[src/rtl/multi_cycle_subtractor_ctrl.sv]
// Wide unsigned subtractor (a - b - b_in) computed over N_CHUNKS cycles by a single
// CHUNK-bit ripple-borrow subtractor, with valid/ready handshakes on both sides.

module full_subtractor (
    input  logic i_x,
    input  logic i_y,
    input  logic i_bin,
    output logic o_d,
    output logic o_bout
);
    assign o_d    = i_x ^ i_y ^ i_bin;
    assign o_bout = (~i_x & i_y) | (~(i_x ^ i_y) & i_bin);
endmodule

module chunk_subtractor #(
    parameter int CHUNK = 4
) (
    input  logic [CHUNK-1:0] i_x,
    input  logic [CHUNK-1:0] i_y,
    input  logic             i_bin,
    output logic [CHUNK-1:0] o_d,
    output logic             o_bout
);
    logic [CHUNK:0] bchain;

    assign bchain[0] = i_bin;
    assign o_bout    = bchain[CHUNK];

    for (genvar g = 0; g < CHUNK; g++) begin : g_bit
        full_subtractor u_fs (
            .i_x    (i_x[g]),
            .i_y    (i_y[g]),
            .i_bin  (bchain[g]),
            .o_d    (o_d[g]),
            .o_bout (bchain[g+1])
        );
    end
endmodule

module multi_cycle_subtractor_ctrl #(
    parameter int CHUNK    = 4,
    parameter int N_CHUNKS = 4
) (
    input  logic                      i_clk,
    input  logic                      i_rst,
    input  logic                      i_valid,
    output logic                      o_ready,
    input  logic [CHUNK*N_CHUNKS-1:0] i_a,
    input  logic [CHUNK*N_CHUNKS-1:0] i_b,
    input  logic                      i_b_in,
    output logic                      o_valid,
    input  logic                      i_ready,
    output logic [CHUNK*N_CHUNKS-1:0] o_d,
    output logic                      o_b_out,
    output logic                      o_zero
);
    localparam int WIDTH = CHUNK * N_CHUNKS;
    localparam int CNT_W = (N_CHUNKS > 1) ? $clog2(N_CHUNKS) : 1;

    typedef enum logic [1:0] {
        S_IDLE,
        S_RUN,
        S_DONE
    } state_t;

    state_t             state_q, state_d;
    logic [CNT_W-1:0]   cnt_q, cnt_d;
    logic               borrow_q, borrow_d;
    logic [WIDTH-1:0]   d_q, d_d;
    logic [WIDTH-1:0]   a_q, a_d;
    logic [WIDTH-1:0]   b_q, b_d;

    logic [CHUNK-1:0]   a_chunk;
    logic [CHUNK-1:0]   b_chunk;
    logic [CHUNK-1:0]   diff_chunk;
    logic               borrow_out;

    // The only subtractor in the design; the counter selects which slice it sees.
    always_comb begin
        a_chunk = a_q[cnt_q*CHUNK +: CHUNK];
        b_chunk = b_q[cnt_q*CHUNK +: CHUNK];
    end

    chunk_subtractor #(.CHUNK(CHUNK)) u_sub (
        .i_x    (a_chunk),
        .i_y    (b_chunk),
        .i_bin  (borrow_q),
        .o_d    (diff_chunk),
        .o_bout (borrow_out)
    );

    always_comb begin
        state_d  = state_q;
        cnt_d    = cnt_q;
        borrow_d = borrow_q;
        d_d      = d_q;
        a_d      = a_q;
        b_d      = b_q;
        case (state_q)
            S_IDLE: begin
                if (i_valid) begin
                    a_d      = i_a;
                    b_d      = i_b;
                    borrow_d = i_b_in;
                    cnt_d    = '0;
                    d_d      = '0;
                    state_d  = S_RUN;
                end
            end
            S_RUN: begin
                d_d[cnt_q*CHUNK +: CHUNK] = diff_chunk;
                borrow_d = borrow_out;
                if (cnt_q == CNT_W'(N_CHUNKS - 1)) begin
                    state_d = S_DONE;
                end else begin
                    cnt_d = cnt_q + CNT_W'(1);
                end
            end
            S_DONE: begin
                if (i_ready) begin
                    state_d = S_IDLE;
                end
            end
            default: state_d = S_IDLE;
        endcase
    end

    // Result and borrow are reset too, since the outputs must read zero after reset.
    always_ff @(posedge i_clk) begin
        if (i_rst) begin
            state_q  <= S_IDLE;
            cnt_q    <= '0;
            borrow_q <= 1'b0;
            d_q      <= '0;
        end else begin
            state_q  <= state_d;
            cnt_q    <= cnt_d;
            borrow_q <= borrow_d;
            d_q      <= d_d;
        end
    end

    always_ff @(posedge i_clk) begin
        a_q <= a_d;
        b_q <= b_d;
    end

    assign o_ready = (state_q == S_IDLE);
    assign o_valid = (state_q == S_DONE);
    assign o_d     = d_q;
    assign o_b_out = borrow_q;
    assign o_zero  = (d_q == '0);
endmodule

[config.mk]
export PLATFORM = sky130hd
export DESIGN_NAME = multi_cycle_subtractor_ctrl
export DESIGN_NICKNAME = d
export VERILOG_FILES = /design/src/rtl/multi_cycle_subtractor_ctrl.sv
export SDC_FILE = /design/constraint.sdc
export NUM_CORES = 1
export LEC_CHECK = 0
export ABC_AREA = 1
export CORE_MARGIN = 2
export CORE_UTILIZATION = 40
export DETAILED_ROUTE_END_ITERATION = 12
export HOLD_SLACK_MARGIN = 0.05
export PLACE_DENSITY = 0.73
export SETUP_SLACK_MARGIN = 0.2
export SLEW_MARGIN = 20
export SYNTH_ARGS = -nofsm -noshare
export SYNTH_HDL_FRONTEND = slang
export SYNTH_HIERARCHICAL = 1
export SYNTH_SLANG_ARGS = --single-unit
[constraint.sdc]
create_clock -name i_clk -period 3.79 [get_ports i_clk]
set_clock_uncertainty 0.2 [all_clocks]
set_input_delay 1.137 -clock i_clk [delete_from_list [all_inputs] [get_ports i_clk]]
set_output_delay 1.137 -clock i_clk [all_outputs]
set_load 0.05 [all_outputs]
After elaboration in Yosys (flattened, before gate mapping) --
Index checks and enable logic that the tools add are counted.
Cells by class: add/sub/neg operators 2, equality and inequality tests 7, shifts and indexed selects 4, multiplexer cells 12, bitwise operators 28, reduce and logical (&&, ||, !) cells 7
Operators by type and width (count):
- $neg 4->34 | 1
- $shift 4x34->16 const A | 1
- $shiftx 4x34->16 | 1
- $pmux 16 s2 | 1
- $shiftx 16x5->4 | 2
- $bwmux 16 | 1
- $logic_not 16->1 | 1
- $mux 16 | 1
- $mux 2 | 5
- $and 1x1->1 | 8
- $not 1->1 | 8
- $xor 1x1->1 | 8
- $ne 2x2->1 const B | 3
- $pmux 2 s3 | 1
- $reduce_and 3->1 | 2
- $eq 2x2->1 const B | 2
- $or 1x1->1 | 4
- $pmux 2 s2 | 1
- $reduce_and 2->1 | 2
- $add 2x1->2 const B | 1
- $eq 2x1->1 const B | 1
- $logic_not 2->1 | 1
- $ne 2x1->1 const B | 1
- $pmux 1 s2 | 1
- other kinds (2) | 2
Word-level totals: bits in registers 53

Depth between registers and ports, before layout --
Gate-level depths: netlist (run 1).
depth after elaboration 13, mapped depth 20, mapped depth without buffers 19

Cells and area by module --
The synthesis (run 1) kept the hierarchy.
Modules (own cells, without submodules):
- multi_cycle_subtractor_ctrl | times used 1, cells an instance 240, area each 2423.6 um^2, sequential area each 1381.3 um^2
- full_subtractor | times used 4, cells an instance 4, area each 31.3 um^2, sequential area each 0.0 um^2

Worst setup path before layout (run 1) --
OpenSTA, ideal clock, no wires.
path type reg-to-reg, start register cnt_q[0], end register d_q[7] (netlist: o_d[7]), library setup time 66 ps, arrival time 3126 ps, data required time 3524 ps, slack 397 ps, cell stages (with the launch flop) 19, path buffers 1, clock period less this slack 3393 ps, cells stage by stage dfxtp_1 -> inv_2 -> buf_2 -> o21ai_0 -> o22ai_1 -> fa_1 -> inv_1 -> inv_1 -> fa_1 -> inv_1 -> inv_1 -> fa_1 -> inv_1 -> inv_1 -> fa_1 -> nand2_1 -> nor2_1 -> nand2_1 -> a21oi_2
Between the ends: longest elaborated chain between the ends 13
RTL lines:
- start, declared | RTL line 67 | logic [CNT_W-1:0] cnt_q, cnt_d;
- start signal, assigned | RTL line 137 | cnt_q <= cnt_d;
- $shiftx 16x5->4 (*) | RTL line 80 | a_chunk = a_q[cnt_q*CHUNK +: CHUNK];
- via a_chunk[0] | RTL line 73 | logic [CHUNK-1:0] a_chunk;
- $xor 1x1->1 | RTL line 12 | assign o_bout = (~i_x & i_y) | (~(i_x ^ i_y) & i_bin);
- $not 1->1 | RTL line 12
- $and 1x1->1 | RTL line 12
- $or 1x1->1 (*) | RTL line 12
- via u_sub.bchain[1] | RTL line 24 | logic [CHUNK:0] bchain;
- $and 1x1->1 (*) | RTL line 12
- [1 not listed]
- via u_sub.bchain[2] | RTL line 24
- $and 1x1->1 (*) | RTL line 12
- $or 1x1->1 (*) | RTL line 12
- via u_sub.bchain[3] | RTL line 24
- $xor 1x1->1 (*) | RTL line 11 | assign o_d = i_x ^ i_y ^ i_bin;
- via diff_chunk[3] | RTL line 75 | logic [CHUNK-1:0] diff_chunk;
- $shiftx 4x34->16 (*) | RTL line 111 | d_d[cnt_q*CHUNK +: CHUNK] = diff_chunk;
- $bwmux 16 (*) | RTL line 111
- $pmux 16 s2 (*) | RTL line 99 | case (state_q)
- end signal, assigned | RTL line 134 | d_q <= '0;
- end signal, assigned | RTL line 139 | d_q <= d_d;
- end, declared | RTL line 69 | logic [WIDTH-1:0] d_q, d_d;
Mark *: on every way through the listed nets, which the timed path passes. The rest lies on a longest branch. A chain may end at the register's enable or synchronous reset.

Worst setup path after layout (run 1) --
start register cnt_q[0], end register d_q[11] (netlist: o_d[11])
Between the ends: longest elaborated chain between the ends 13
RTL lines:
- $shiftx 16x5->4 (*) | RTL line 81 | b_chunk = b_q[cnt_q*CHUNK +: CHUNK];
- via b_chunk[0] | RTL line 74 | logic [CHUNK-1:0] b_chunk;
- $xor 1x1->1 | RTL line 12
- $not 1->1 | RTL line 12
- $and 1x1->1 | RTL line 12
- $or 1x1->1 (*) | RTL line 12
- via u_sub.bchain[1] | RTL line 24
- $and 1x1->1 (*) | RTL line 12
- [1 not listed]
- via u_sub.bchain[2] | RTL line 24
- $and 1x1->1 (*) | RTL line 12
- $or 1x1->1 (*) | RTL line 12
- via u_sub.bchain[3] | RTL line 24
- $xor 1x1->1 (*) | RTL line 11
- via diff_chunk[3] | RTL line 75
- $shiftx 4x34->16 (*) | RTL line 111
- $bwmux 16 (*) | RTL line 111
- $pmux 16 s2 (*) | RTL line 99
Marked as above.

==> results.md, run 1 <==
* Clock root buffer: clkbuf_8
* RSZ-0062 raised after global routing: no
* Antenna Violating Nets Remaining at 0
* Worst EP required at between 3 and 4 ns
* Top-Level Pins at 57
* P&R area growth vs syn at 31.2%
* Lkg Pwr at around 1.3 nW
* Worst R2R Start: cnt_q[0]$_SDFFE_PP0P_
* Leading post-synthesis cells by cell area: edfxtp_1, dfxtp_1, nor2_1
* Cell variety after synth at 26
* Worst path slowest cell: fa_1
* Most numerous cell in the Yosys netlist: nor2_1
* Max-Cap Viols at 0
* NumNets Final at roughly 370
* Crit path arrival time at ~3.4 ns
* Syn Inst Count at between 200 and 300
* PD cells at 409 nW/um^2
* Vias in the first global route at 1974
* Die extent in y at about 84 um
* Diode count at 0
* Post-CTS Hold Fix Bufs at 0
* Final Slew Violations at 0
* Largest net degree at the start of global routing at 34
* CP bufs+invs at 8
* Synthesized area per cell at 9.96 sq um
* CTS tree: yes
* Post-route minimum period at ~3.4 ns
* Clk_lat worst skew at ~0.32 ns
* Total gr overflow at 0
* Final Hold Fails at 0
* Post-synth EDFFs at 32
* Die X at roughly 84 um
* Layout cells sized above 1 at approximately 16%
* Syn. warnings at 6
* Core area at roughly 6200 sq um
* Clk slew on worst S/H paths at 0.10 ns
* Tcrit/Tclk final at 89.1%
* CP startpoint: cnt_q[0]$_SDFFE_PP0P_
* Top cell type by total area after synthesis: edfxtp_1
* Synth Cell Area at between 2000 and 3000 sq um
* Initial antenna violation count at 0
* First-pass GRT wire length at 8.70 mm
* Final setup viols at 0
* Tot GR Track Use at around 15%
* Drt pass-1 iters at 4
* Initial core utilization at 40.8%
* Hold path start: o_d[6]$_SDFFE_PP0P_
* Clock Sinks at between 50 and 60
* R2r worst-path depth at 18
* WS Path Type: flip-flop to flip-flop
* Layout Cells excl Fill at 399
* Port Buf Inserts at 56
* Seq/Total Area, Yosys at approximately 54%
* Crit-path cells: inv_6, o21ai_0, o22ai_1, inv_1, fa_1, inv_1, inv_1, fa_1, inv_1, inv_1, fa_1, inv_1, inv_1, fa_1, nand2_1, nor2_1, nand2_1, a21oi_1
* Fmax at just under 0.3 GHz
* Levels on crit path at 18
* Drt wl/cell at about 13 um
* Hold path cells at 2
* Gp weighted congestion at 0.852
* Startpoint types: flip-flop
* CP max FO at 17
* DR vias at ~2000
* Crit-path leading delay family: adder cells
* Vias per std cell at between 4 and 5
* Dpl cells at 387
* DRC viols at 0
* Max VDD drop at 0.000247 V
* Clock Tree Buf Depth at 2
* Final wirelength at 5.12 mm
* Worst Tran Pin Value at 0.578 ns
* CP peak stage delay at ~0.50 ns
* Area share of the largest cell type after synthesis at between 30% and 40%
* HP Class: flip-flop to flip-flop
* H-tree depth at 2
* Slew headroom at between 60 and 70%
* # fillers at approximately 600
* Async set-reset flop share out of synthesis at 0%
* Post-DP HPWL at 3.87 mm
* Status: completed
* CTS buffer count at 5
* Mapped Nets at approximately 300
* Setup TNS at 0 ns
* Most Frequent Cell on Critical Path: inv_1
* Full die area at roughly 7000 sq um
* Critical path endpoint category: flip-flop
* Main flop type after synthesis: edfxtp_1
* Synth top cells by count: nor2_1, nand2_1, edfxtp_1, inv_1, dfxtp_1
* 1st-iter DRT viols at 71
* Num rows at 29
* Register bit count reported by yosys at 53
[cells in the final DEF (no fill, tap or decap)]
master,Yosys,layout
a21oi_2,9,9
dfxtp_4,0,2
clkbuf_2,1,2
o21ai_1,0,1
nand2_1,35,35
nor2_4,1,1
nand4_1,2,2
clkinv_1,1,1
clkdlybuf4s50_1,0,56
dfxtp_1,21,19
nand2_4,1,1
clkbuf_8,0,5
nand3_1,9,9
nand3_2,11,11
nand3b_1,4,4
a21oi_1,5,5
ha_1,6,6
o22ai_1,8,8
inv_1,25,25
inv_4,1,1
nand3_4,3,3
inv_6,0,3
buf_4,0,7
fa_1,4,4
o21ai_0,16,15
edfxtp_1,32,32
bufinv_16,0,1
nor2_2,3,4
nor2_1,51,50
[path summary, 6_finish.rpt]
| check | end | slack [ns] |
|---|---|---|
| worst max register to register | o_d[11]$_SDFFE_PP0P_ | 0.41 |
| worst max-delay path | o_d[11]$_SDFFE_PP0P_ | 0.41 |
| worst min register to register | o_d[6]$_SDFFE_PP0P_ | 0.30 |
| worst min-delay path | o_d[6]$_SDFFE_PP0P_ | 0.30 |
[metal layers]
layer | global-route usage (%) | vias up | part of all wire (%)
li1 | - | 983 | -
met5 | 0 | - | 0
met4 | 4.69 | 0 | 1.2
met2 | 26.7 | 56 | 49
met1 | 18.1 | 906 | 44
met3 | 4.65 | 6 | 5.8
[stage by stage]
stage	util (%)	setup WS, ns	power [mW]	area, sq um	hold WS (ns)
after floorplan	-	0.397	0.873	2550	0.463
after global placement	51.1	0.358	0.971	3190	0.286
after detailed placement	51.1	0.222	0.975	3190	0.290
after CTS	52.9	0.210	1.37	3300	0.304
after global routing	53.6	0.182	1.43	3340	0.328
final	53.6	0.412	1.37	3340	0.302
[area by class of cell]
class	instances	area (sq um)	share of cell area [%]
Clock inverter	3	47.5	1.42
Clock buffer	5	68.8	2.06
Sequential cell	53	1390	41.5
Tap cell	77	96.3	2.88
Multi-Input combinational cell	168	1010	30.1
Timing Repair Buffer	65	623	18.6
Inverter	28	113	3.37
[kinds of logic (layout without fill, tap and decap cells)]
kind of cell | Yosys count | in the layout | synth area share [%]
AOI/OAI and AO/OA | 38 | 38 | 9.18
adders and majority gates | 10 | 10 | 6.09
buffers and inverters | 35 | 101 | 6.43
DFF | 53 | 53 | 54.2
and+or+nand+nor | 120 | 120 | 24.1
[worst min-delay path, delay by kind of cell (launching register included)]
family | cells | cell delay, ns
and+or+nand+nor | 1 | 0.08
AOI/OAI and AO/OA | 1 | 0.05
DFF | 1 | 0.34
[registers in the layout (all words and copies together), names as in the netlist]
name and count:
o_d 16, state_q 2, b_q 16, a_q 16
cnt_q 2, o_b_out 1
[power by group]
part / total, mW / internal [mW] / switching, mW
logic: 0.304 / 0.126 / 0.178
clock network: 0.398 / 0.202 / 0.196
registers: 0.664 / 0.645 / 0.0196
[timing repair]
item / 4_1_cts / 5_1_grt
setup endpoints to repair: 0 / 5
setup buffers: 0 / 4
gates resized for setup: 0 / 10
Note: power is estimated with default switching activity, not from simulation.
==> run 2: changes to the inputs <==
Settings changed: CORE_UTILIZATION 40 to 45, PLACE_DENSITY 0.73 to 0.8, SLEW_MARGIN 20 to 10.
==> results.md, run 2 (synthesized netlist as in run 1, its figures left out) <==
* Status: completed
* Initial core utilization at 46.6%
* Num rows at 27
* Top-Level Pins at 57
* Critical path endpoint category: flip-flop
* H-tree depth at 2
* First-pass GRT wire length at approximately 8.3 mm
* Vias per std cell at just under 5
* Largest net degree at the start of global routing at 34
* Startpoint types: flip-flop
* Vias in the first global route at around 1900
* CTS buffer count at 5
* Post-CTS Hold Fix Bufs at 0
* Post-CTS sizing at 0
* Max VDD drop at approximately 0.00025 V
* Port Buf Inserts at 56
* Clock Tree Buf Depth at 2
* RSZ-0062 raised after global routing: yes
* Worst Setup Slack post-DPL at around 0.33 ns
* Die X at a little under 80 um
* Layout cells sized above 1 at 14.1%
* Diode count at 0
* Gp weighted congestion at 0.824
* Crit path arrival time at about 3.4 ns
* NumNets Final at around 370
* P&R area growth vs syn at 28.8%
* Post-CTS Setup Bufs at 0
* Clock root buffer: clkbuf_8
* Fmax at ~0.3 GHz
* Core area at 5470 sq um
* DRC viols at 0
* Tcrit/Tclk final at between 80% and 90%
* Die extent in y at 79.3 um
* Worst Tran Pin Value at about 0.62 ns
* Max-Cap Viols at 0
* Final Slew Violations at 0
* Total gr overflow at 0
* Post-route minimum period at about 3.4 ns
* PD cells at between 300 and 400 nW/um^2
* Commonest non-fill, non-tap cell in the layout: clkdlybuf4s50_1
* DR vias at around 1900
* Final Hold Fails at 0
* Tot GR Track Use at around 17%
* Slew headroom at 58.3%
* Hold_ws at around 0.30 ns
* Initial antenna violation count at 0
* Worst EP required at between 3 and 4 ns
* 1st-iter DRT viols at ~60
* Lkg Pwr at 1.23 nW
* Drt pass-1 iters at 4
* Setup TNS at 0 ns
* Drt wl/cell at around 13 um
* Antenna Violating Nets Remaining at 0
* CP max FO at 13
* Clk_lat worst skew at between 0.3 and 0.4 ns
* Post-layout util at around 60%
* Final wirelength at ~5 mm
* Final worst slack at a little under 0.4 ns
* Final setup viols at 0
* HP Class: flip-flop to flip-flop
* CTS tree: yes
* Clk slew on worst S/H paths at about 0.10 ns
* Most frequent cells in the layout: clkdlybuf4s50_1, nor2_1, nand2_1
* Clock Sinks at between 50 and 60
* Post-DP HPWL at between 3 and 4 mm
* WS Path Type: flip-flop to flip-flop
* Full die area at approximately 6300 sq um
[run 2: metrics by stage]
stage,instances,total power [mW],instance area [sq um]
floorplan,256,0.873,2550
global placement,383,0.969,3190
detailed placement,383,0.978,3190
CTS,391,1.29,3280
global route,391,1.35,3280
finish,391,1.28,3280
[run 2: area by class of cell]
type                       count  area [sq um]
clock buffer                   6          72.6
clock inverter                 2          15.0
fill                         479          2190
inverter                      28           110
multi-input combinational    168          1000
sequential                    53          1390
tap                           72          90.1
timing repair buffer          62           606
[run 2: where the power goes]
group / total [mW] / switching [mW] / internal [mW]
clock: 0.315 / 0.185 / 0.130
combinational: 0.304 / 0.179 / 0.125
sequential: 0.664 / 0.0192 / 0.645
total: 1.28 / 0.383 / 0.900
[run 2: worst max-delay path, cell delays in order (launching register included)]
cell     delay (ns)
dfxtp_4        0.38
buf_4          0.18
o21ai_1        0.14
o22ai_1        0.11
fa_1           0.43
inv_1          0.06
inv_1          0.04
fa_1           0.34
inv_1          0.06
inv_1          0.04
fa_1           0.35
inv_1          0.06
inv_1          0.04
fa_1           0.51
nand2_1        0.07
nor2_1         0.12
nand2_1        0.08
a21oi_2        0.11
[run 2: path summary, 6_finish.rpt]
| path | endpoint | slack, ns | startpoint | depth (start not counted) |
|---|---|---|---|---|
| setup reg to reg | o_d[7]$_SDFFE_PP0P_ | 0.40 | cnt_q[0]$_SDFFE_PP0P_ | 17 |
| hold / removal | o_d[5]$_SDFFE_PP0P_ | 0.30 | o_d[5]$_SDFFE_PP0P_ | 2 |
| hold reg to reg | o_d[5]$_SDFFE_PP0P_ | 0.30 | o_d[5]$_SDFFE_PP0P_ | 2 |
| setup / recovery | o_d[7]$_SDFFE_PP0P_ | 0.40 | cnt_q[0]$_SDFFE_PP0P_ | 17 |
[run 2: metal layers]
| layer | track usage [%] | part of all wire, % | vias to the layer above | wire [um] |
|---|---|---|---|---|
| met3 | 4.32 | 5.6 | 9 | 275 |
| met1 | 22.2 | 46 | 860 | 2250 |
| met4 | 4.83 | 1.4 | 0 | 70 |
| met5 | 0 | 0 | - | 0 |
| li1 | - | - | 974 | - |
| met2 | 27.5 | 47 | 58 | 2340 |
==> run 3: changes to the inputs <==
Settings changed: ABC_AREA 1 to not set, PLACE_DENSITY 0.8 to 0.81, TNS_END_PERCENT set to 50.
==> results.md, run 3 <==
* Drt pass-1 iters at 4
* PD cells at ~390 nW/um^2
* Tcrit/Tclk final at 90.1%
* Post-CTS Setup Bufs at 0
* DRC viols at 0
* Most frequent cells in the layout: clkdlybuf4s50_1, edfxtp_1, dfxtp_1
* Area occupied by multi-input gates at between 800 and 900 sq um
* Clock Tree Buf Depth at 2
* Total gr overflow at 0
* Worst R2R End: o_d[7]$_SDFFE_PP0P_
* Most numerous cell in the Yosys netlist: edfxtp_1
* 1st-iter DRT viols at 70
* Post-synth EDFFs at 32
* Synth Cell Area at 2280 sq um
* Largest net degree at the start of global routing at 33
* HP Class: flip-flop to flip-flop
* Post-CTS sizing at 0
* Worst Tran Pin Value at between 0.6 and 0.7 ns
* Hold_ws at just under 0.3 ns
* CP max FO at 3
* Final setup viols at 0
* Tot GR Track Use at 16.4%
* Syn Inst Count at 156
* Drt wl/cell at 14.5 um
* Layout Cells excl Fill at 286
* Worst EP required at 3.79 ns
* First-pass GRT wire length at around 6.9 mm
* Final Slew Violations at 0
* R2r worst-path depth at 13
* Diode count at 0
* Max VDD drop at roughly 0.00026 V
* Combinational share of power at between 15 and 20%
* Hold Path End: o_d[13]$_SDFFE_PP0P_
* Gp weighted congestion at approximately 0.79
* Vias in the first global route at between 1000 and 1500
* Synthesized area per cell at roughly 15 sq um
* Async set-reset flop share out of synthesis at 0%
* Antenna Violating Nets Remaining at 0
* Initial antenna violation count at 0
* Lkg Pwr at 1.07 nW
* Hold path cells at 1
* Port Buf Inserts at 56
* H-tree depth at 2
* Area share of the largest cell type after synthesis at a little over two fifths
* Crit path arrival time at 3.42 ns
* Seq/Total Area, Yosys at roughly three fifths
* Clk_lat worst skew at approximately 0.3 ns
* Final Hold Fails at 0
* Dpl cells at around 280
* Startpoint types: flip-flop
* WS Path Type: flip-flop to flip-flop
* CTS buffer count at 5
* Pint at between 0.8 and 0.9 mW
* Clock root buffer: clkbuf_8
* CTS tree: yes
* Post-CTS Hold Fix Bufs at 0
* Setup TNS at 0 ns
* Worst Setup Slack post-DPL at between 0.3 and 0.4 ns
* RSZ-0062 raised after global routing: no
* Clock Sinks at 53
* Register area at between 1000 and 1500 sq um
* Die extent in y at about 75 um
* Cell variety after synth at 33
* Final worst slack at ~0.37 ns
* Mapped Nets at just over 200
* Top-Level Pins at 57
* Syn. warnings at 6
* Switching Power at about 0.3 mW
* Slew headroom at 59.8%
* Final wirelength at 4.14 mm
* Vias per std cell at 5.13
* Hold path start: o_d[13]$_SDFFE_PP0P_
* Fmax at 0.293 GHz
* DR vias at 1468
* Critical path endpoint category: flip-flop
* Post-DP HPWL at 3.23 mm
* Commonest non-fill, non-tap cell in the layout: clkdlybuf4s50_1
* Status: completed
* Die X at ~75 um
* Initial core utilization at ~47%
* Full die area at between 5000 and 6000 sq um
* Layout cells sized above 1 at 12.8%
* Register share of total power at between 50% and 60%
* Max-Cap Viols at 0
* Leading post-synthesis cells by cell area: edfxtp_1, dfxtp_1, mux4_2
* Clk slew on worst S/H paths at roughly 0.09 ns
* Clk pwr share at a little over a quarter
* Flop2flop setup slack at 0.37 ns
* Synth top cells by count: edfxtp_1, dfxtp_1, inv_1
* Core area at 4820 sq um
* Switch share at 25.4%
* Register bit count reported by yosys at between 50 and 60
* Post-route minimum period at about 3.4 ns
* # fillers at 388
* Worst R2R Start: cnt_q[0]$_SDFFE_PP0P_
* Main flop type after synthesis: edfxtp_1
* P&R area growth vs syn at 32.0%
* NumNets Final at roughly 270
* Top cell type by total area after synthesis: edfxtp_1
* Num rows at 25
## run 3: cell types whose count changed in the layout (fill, tap and decap cells not counted), sizes merged, moves of 7 or more
cell / change
nand2: -33
nand3: -20
o22ai: -8
o21ai: -16
o2bb2ai: +8
nand2b: +7
a22o: +8
inv: -12
mux4: +8
nor2: -53
a21oi: -8
## run 3: worst max-delay path, stage by stage, from the launching register on
cell and delay (ns):
dfxtp_2 0.36, mux4_2 0.52, fa_1 0.42, inv_1 0.06, inv_1 0.04, fa_1 0.35, inv_1 0.07, inv_1 0.05
fa_1 0.35, inv_1 0.06, inv_1 0.04, fa_1 0.44, nor2b_1 0.16, a22o_1 0.22
## run 3: routing by layer
metal / GRT usage, % / up-vias / part of all wire (%)
li1: - / 709 / -
met1: 22.8 / 692 / 45
met2: 26.5 / 63 / 48
met3: 4.28 / 4 / 5.8
met4: 3.51 / 0 / 0.65
met5: 0 / - / 0
## run 3: logic make-up (layout without fill, tap and decap cells)
| kind of cell | Yosys count | after routing | share of synthesized area, % |
|---|---|---|---|
| DFF | 53 | 53 | 60.5 |
| and+or+nand+nor | 32 | 32 | 9.42 |
| AOI/OAI and AO/OA | 27 | 27 | 9.04 |
| buffers and inverters | 21 | 84 | 4.00 |
| muxes | 13 | 13 | 10.3 |
| adders and majority gates | 10 | 10 | 6.79 |
## run 3: per-stage QoR
stage / instance area [sq um] / utilization, % / power, mW
CTS: 3020 / 62.6 / 1.18
floorplan: 2290 / - / 0.795
finish: 3020 / 62.6 / 1.17
global route: 3020 / 62.6 / 1.23
detailed placement: 2930 / 60.8 / 0.878
global placement: 2930 / 60.8 / 0.873
## run 3: power by group through the flow
stage                     logic (mW)  clock network, mW  registers (mW)
after CTS                      0.210              0.316           0.655
after detailed placement       0.209                  0           0.669
final                          0.208              0.307           0.655
after global routing           0.228              0.341           0.658
after floorplan                0.116                  0           0.679
after global placement         0.206                  0           0.667
## run 3: layout make-up
class                      instances  share of cell area [%]
clock buffer                       6                    2.41
clock inverter                     2                   0.498
inverter                          16                    1.99
multi-input combinational         82                    26.9
sequential                        53                    45.8
tap                               67                    2.78
timing repair buffer              60                    19.6
## run 3: how the worst max path moves through the flow
stage,endpoint,slack (ns),startpoint
2_1_floorplan,o_d[11]$_SDFFE_PP0P_,0.22,cnt_q[0]$_SDFFE_PP0P_
3_3_place_gp,o_d[7]$_SDFFE_PP0P_,0.44,cnt_q[0]$_SDFFE_PP0P_
3_5_place_dp,o_d[11]$_SDFFE_PP0P_,0.39,cnt_q[0]$_SDFFE_PP0P_
4_1_cts,o_d[11]$_SDFFE_PP0P_,0.35,cnt_q[0]$_SDFFE_PP0P_
5_1_grt,o_d[7]$_SDFFE_PP0P_,0.20,cnt_q[0]$_SDFFE_PP0P_
6_report,o_d[7]$_SDFFE_PP0P_,0.37,cnt_q[0]$_SDFFE_PP0P_
